`config.mk`:
```
export PLATFORM = sky130hd
export DESIGN_NAME = capture_stream_ctrl
export DESIGN_NICKNAME = d
export VERILOG_FILES = /design/src/rtl/capture_stream_ctrl.sv
export SDC_FILE = /design/constraint.sdc
export NUM_CORES = 1
export LEC_CHECK = 0
export CAP_MARGIN = 20
export CORE_ASPECT_RATIO = 1.75
export CORE_MARGIN = 10
export CORE_UTILIZATION = 57
export DETAILED_ROUTE_END_ITERATION = 16
export HOLD_SLACK_MARGIN = 0.02
export PLACE_DENSITY_LB_ADDON = 0.25
export SYNTH_ARGS = -nofsm -noshare
export SYNTH_HDL_FRONTEND = slang
export SYNTH_SLANG_ARGS = --single-unit
```
`constraint.sdc`:
```
create_clock -name clk -period 2.1 [get_ports clk]
set_input_delay 0.42 -clock clk [delete_from_list [all_inputs] [get_ports clk]]
set_output_delay 0.42 -clock clk [all_outputs]
set_load 0.01 [all_outputs]
```
`src/rtl/capture_stream_ctrl.sv`:
```
// Capture control between board I/O and the camera pixel pipeline: key debounce to a
// stream reset pulse, whole-frame capture gating, completed-frame counter and heartbeat LED.
module capture_stream_ctrl #(
   parameter int DEBOUNCE_CYCLES  = 1000000,
   parameter int RST_PULSE_CYCLES = 16,
   parameter int LED_DIV          = 15,
   parameter int FRAME_CNT_W      = 16
) (
   input  logic                   clk,
   input  logic                   reset,
   input  logic                   reset_stream_key,
   input  logic                   capture_en,
   input  logic                   frame_valid,
   output logic                   stream_reset,
   output logic                   capture_active,
   output logic                   pulse_led,
   output logic [FRAME_CNT_W-1:0] frame_count
);

   localparam int DEB_W = (DEBOUNCE_CYCLES > 1) ? $clog2(DEBOUNCE_CYCLES) : 1;
   localparam int PUL_W = (RST_PULSE_CYCLES > 1) ? $clog2(RST_PULSE_CYCLES) : 1;
   localparam int DIV_W = (LED_DIV > 1) ? $clog2(LED_DIV) : 1;

   localparam logic [DEB_W-1:0]       DEB_LAST = DEB_W'(DEBOUNCE_CYCLES - 1);
   localparam logic [PUL_W-1:0]       PUL_LAST = PUL_W'(RST_PULSE_CYCLES - 1);
   localparam logic [DIV_W-1:0]       DIV_LAST = DIV_W'(LED_DIV - 1);
   localparam logic [DEB_W-1:0]       DEB_ONE  = DEB_W'(1);
   localparam logic [PUL_W-1:0]       PUL_ONE  = PUL_W'(1);
   localparam logic [DIV_W-1:0]       DIV_ONE  = DIV_W'(1);
   localparam logic [FRAME_CNT_W-1:0] FC_ONE   = FRAME_CNT_W'(1);

   typedef enum logic [1:0] {IDLE, WAIT_SOF, CAPTURING, RST} state_t;

   state_t                 state_q, state_d;
   logic                   key_s1_q, key_s1_d, key_s2_q, key_s2_d;
   logic                   en_s1_q, en_s1_d, en_s2_q, en_s2_d;
   logic                   fval_d_q, fval_d_d;
   logic                   key_stable_q, key_stable_d;
   logic [DEB_W-1:0]       deb_cnt_q, deb_cnt_d;
   logic [PUL_W-1:0]       pul_cnt_q, pul_cnt_d;
   logic [DIV_W-1:0]       led_div_q, led_div_d;
   logic                   pulse_led_q, pulse_led_d;
   logic [FRAME_CNT_W-1:0] frame_count_q, frame_count_d;
   logic                   stream_reset_q, stream_reset_d;
   logic                   capture_active_q, capture_active_d;
   logic                   sof, eof, press;

   assign sof = frame_valid & ~fval_d_q;
   assign eof = ~frame_valid & fval_d_q;

   always_comb begin
      key_s1_d     = reset_stream_key;
      key_s2_d     = key_s1_q;
      en_s1_d      = capture_en;
      en_s2_d      = en_s1_q;
      fval_d_d     = frame_valid;
      key_stable_d = key_stable_q;
      deb_cnt_d    = '0;
      // Counter only runs while the synchronised key disagrees with the accepted level.
      if (key_s2_q != key_stable_q) begin
         if (deb_cnt_q == DEB_LAST) key_stable_d = key_s2_q;
         else                       deb_cnt_d    = deb_cnt_q + DEB_ONE;
      end
      press = key_stable_q & ~key_stable_d;
   end

   always_comb begin
      state_d       = state_q;
      pul_cnt_d     = pul_cnt_q;
      led_div_d     = led_div_q;
      pulse_led_d   = pulse_led_q;
      frame_count_d = frame_count_q;
      case (state_q)
         IDLE:      if (en_s2_q) state_d = WAIT_SOF;
         WAIT_SOF: begin
            if (!en_s2_q) state_d = IDLE;
            else if (sof) state_d = CAPTURING;
         end
         CAPTURING: if (eof) begin
            frame_count_d = frame_count_q + FC_ONE;
            if (led_div_q == DIV_LAST) begin
               led_div_d   = '0;
               pulse_led_d = ~pulse_led_q;
            end else begin
               led_div_d = led_div_q + DIV_ONE;
            end
            if (!en_s2_q) state_d = IDLE;
         end
         RST: begin
            if (pul_cnt_q == PUL_LAST) state_d   = IDLE;
            else                       pul_cnt_d = pul_cnt_q + PUL_ONE;
         end
         default:   state_d = IDLE;
      endcase
      // A press overrides everything, including a same-cycle EOF.
      if (press) begin
         state_d       = RST;
         pul_cnt_d     = '0;
         led_div_d     = '0;
         pulse_led_d   = 1'b0;
         frame_count_d = '0;
      end
      stream_reset_d   = (state_d == RST);
      capture_active_d = (state_d == CAPTURING);
   end

   always_ff @(posedge clk or posedge reset) begin
      if (reset) begin
         state_q          <= IDLE;
         key_s1_q         <= 1'b1;
         key_s2_q         <= 1'b1;
         en_s1_q          <= 1'b0;
         en_s2_q          <= 1'b0;
         fval_d_q         <= 1'b0;
         key_stable_q     <= 1'b1;
         deb_cnt_q        <= '0;
         pul_cnt_q        <= '0;
         led_div_q        <= '0;
         pulse_led_q      <= 1'b0;
         frame_count_q    <= '0;
         stream_reset_q   <= 1'b0;
         capture_active_q <= 1'b0;
      end else begin
         state_q          <= state_d;
         key_s1_q         <= key_s1_d;
         key_s2_q         <= key_s2_d;
         en_s1_q          <= en_s1_d;
         en_s2_q          <= en_s2_d;
         fval_d_q         <= fval_d_d;
         key_stable_q     <= key_stable_d;
         deb_cnt_q        <= deb_cnt_d;
         pul_cnt_q        <= pul_cnt_d;
         led_div_q        <= led_div_d;
         pulse_led_q      <= pulse_led_d;
         frame_count_q    <= frame_count_d;
         stream_reset_q   <= stream_reset_d;
         capture_active_q <= capture_active_d;
      end
   end

   assign stream_reset   = stream_reset_q;
   assign capture_active = capture_active_q;
   assign pulse_led      = pulse_led_q;
   assign frame_count    = frame_count_q;

endmodule
```
==> impl_metrics.yaml <==
clock_tree:
  postCtsSetupBuffers: 0
  postCtsHoldBufs: 0
  cts.clk_slew.worst_paths_ns: 0.11
  numCtsBuffers: 5
  cts_max_level: 2
  clock_latency_ns: 0.31
  ctsResizeCount: 0
  cts_tree: "done"
  cts_sinks: 55
  clock_path_buffers: 2
  cts_root_buf: "clkbuf_8"
routing:
  drc: 0
  drt-initial-drc-count: 91
  ant_nets: 0
  routedWlPerCell_um: 15.26
  first_pass_iters: 4
  routed_wl_mm: 5.370
  routed-via-count: 2067
  viasPerCell: 5.872
grt:
  grt_start_max_net_pins: 56
  grt_antenna_before_repair: 0
  grtUsageMet2: 0.2791
  track_usage: 0.1434
  gr-usage-met3: 0.02865
  overflow: 0
  grt_pass1_wl_mm: 9.466
  grt.busiest_layer: "met2"
  grt_pass1_vias: 2154
  grtUsageMet1: 0.1454
setup_path:
  path_cells: "nand4_2 > or4_1 > or4_1 > a21oi_1"
  cp_data_arrival_time_ns: 2.23
  reg2reg_depth: 4
  critPathSlowestCell: "or4_1"
  start_kind: "register"
  crit_path_end_kind: "register"
  crit_path_frequent_cell: "or4_1"
  crit_fanout: 9
  criticalPathCategory: "register to register"
  max_stage_delay_ns: 0.70
  critPathLaunch: "deb_cnt_q[2]"
  critPathRequiredTime_ns: 2.34
  reg2reg_from: "deb_cnt_q[2]"
place:
  dpl.hpwl_mm: 3.858
  routabilityCongestion: 0.8186
  placed_cell_area_um2: 2994
  port-buffer-count: 23
  place_ws_ns: -0.09806
sta:
  holdWs_ns: 0.3509
  finalHoldViolCount: 0
  skew_ns: 0.01272
  slew_viol_final: 0
  rsz0062_at_grt: "false"
  period_needed_ns: 1.990
  maxSlewHeadroom: 0.6836
  setup_violations: 0
  fmaxAchievable_mhz: 502.6
  worst_pin_slew_ns: 0.4710
  timing.final.ws_setup_ns: 0.1102
  fin_crit_sh: 0.9475
layout:
  final_util: 0.6951
  design_area_um2: 3089
  nFillCells: 360
  mostFrequentLayoutCells: "dfrtp_1 (52), nor2_1 (31), nand2_1 (24)"
  diodes: 0
  drive_gt1_frac: 0.09967
  area_delta_synth_final_pct: 16.79
  final_nets: 310
  final_common_cell: "dfrtp_1"
synth:
  yosys_warnings: 0
  syn_avg_cell_area_um2: 9.760
  synth.cell_area_um2: 2645
  synthArstFlopShare: 1.000
  ys_types: 39
  synth_nets: 281
  seq_area_frac_synth: 0.5218
  synth_flop_cell: "dfrtp_1"
  synth_edf_count: 0
  syn_inst: 271
  synth-seq-cells: 55
hold_path:
  worstHoldPathCells: 0
  hp-class: "register to register"
  worstHoldStart: "en_s1_q"
floorplan:
  initial_utilization: 0.5952
  die_h_um: 110.1
  num_rows: 32
  die_w_um: 71.50
  num_io_pins: 24
  die_area_um2: 7873
  coreArea_um2: 4444
power:
  p_leak_nw: 1.290
  ir_drop_mv: 0.6803
  pwr_density_cell_nw_per_um2: 800.9
run_status:
  outcome: "complete, no violations"
run:
  maxCapViolCount: 0
[power breakdown]
part | internal (W) | leakage [nW] | total, W | switching [W]
clock network | 0.000240 | 0.0485 | 0.000596 | 0.000357
registers | 0.00120 | 0.728 | 0.00136 | 0.000157
logic | 0.000272 | 0.514 | 0.000521 | 0.000249
total | 0.00171 | 1.29 | 0.00247 | 0.000762
[final timing paths]
kind	slack, ns	end
max in group asynchronous	1.33	key_stable_q
hold reg to reg	0.35	en_s2_q
min in group asynchronous	0.46	frame_count[1]
hold / removal	0.35	en_s2_q
setup reg to reg	0.11	deb_cnt_q[17]
setup / recovery	0.11	deb_cnt_q[17]
[per-layer routing]
metal | share of wire | vias up
li1 | - | 1016
met1 | 0.38 | 1011
met5 | 0 | -
met3 | 0.036 | 5
met4 | 0.010 | 0
met2 | 0.57 | 35
[stage by stage]
| step | setup TNS [ns] | std cells | power [W] |
|---|---|---|---|
| after detailed placement | -0.2784 | 344 | 0.001907 |
| final | 0 | 352 | 0.002474 |
| after floorplan | 0 | 271 | 0.001693 |
| after global routing | 0 | 352 | 0.002625 |
| after CTS | 0 | 352 | 0.002503 |
| after global placement | -0.09095 | 344 | 0.001875 |
[Yosys cell counts (2+ instances only)]
library cell,instances,share of area
or4_1,9,0.026
clkbuf_1,8,0.011
and4_1,2,0.0066
nand3_1,13,0.025
nand4_1,7,0.017
nor4_1,2,0.0047
ha_1,5,0.024
xor2_1,13,0.043
a21oi_1,19,0.036
o31ai_1,7,0.020
xnor2_1,10,0.033
and3_1,5,0.012
nor3_1,10,0.019
nand2b_1,4,0.0095
nand3b_1,3,0.0085
o21ai_0,8,0.015
o21bai_1,2,0.0057
and2_1,2,0.0047
or2_2,3,0.0071
nand2_1,24,0.034
or3_1,7,0.017
dfstp_2,3,0.030
dfrtp_1,52,0.49
nor2_1,31,0.044
inv_1,8,0.011
[logic make-up after synthesis]
| logic type | count (synthesis) | share of synthesized area |
|---|---|---|
| xor+xnor | 23 | 0.07616 |
| compound gates | 40 | 0.08846 |
| fa+ha+maj | 5 | 0.02365 |
| buf+inv | 17 | 0.02460 |
| mux | 1 | 0.004257 |
| simple gates | 130 | 0.2611 |
| flops | 55 | 0.5218 |
[area by class of cell]
| type | count | area (µm²) | area share |
|---|---|---|---|
| multi-input combinational | 199 | 1209 | 0.3913 |
| clock inverter | 3 | 22.52 | 0.007290 |
| inverter | 8 | 30.03 | 0.009721 |
| clock buffer | 5 | 68.82 | 0.02228 |
| sequential | 55 | 1380 | 0.4467 |
| timing repair buffer | 31 | 315.3 | 0.1021 |
| tap | 51 | 63.81 | 0.02066 |
[critical path: cells and delay by family (launching register included)]
kind | cells | cell delay [ns]
AND/OR/NAND/NOR | 3 | 1.30
flip-flops | 1 | 0.45
AO/OA/AOI/OAI | 1 | 0.15
[sequential cells by signal (all words and copies together) (netlist names)]
register        flops
deb_cnt_q          20
pul_cnt_q           4
capture_active      1
key_s2_q            1
en_s1_q             1
state_q             2
en_s2_q             1
stream_reset        1
key_stable_q        1
frame_count        16
fval_d_q            1
pulse_led           1
led_div_q           4
key_s1_q            1
(Power assumes the default switching activity.)
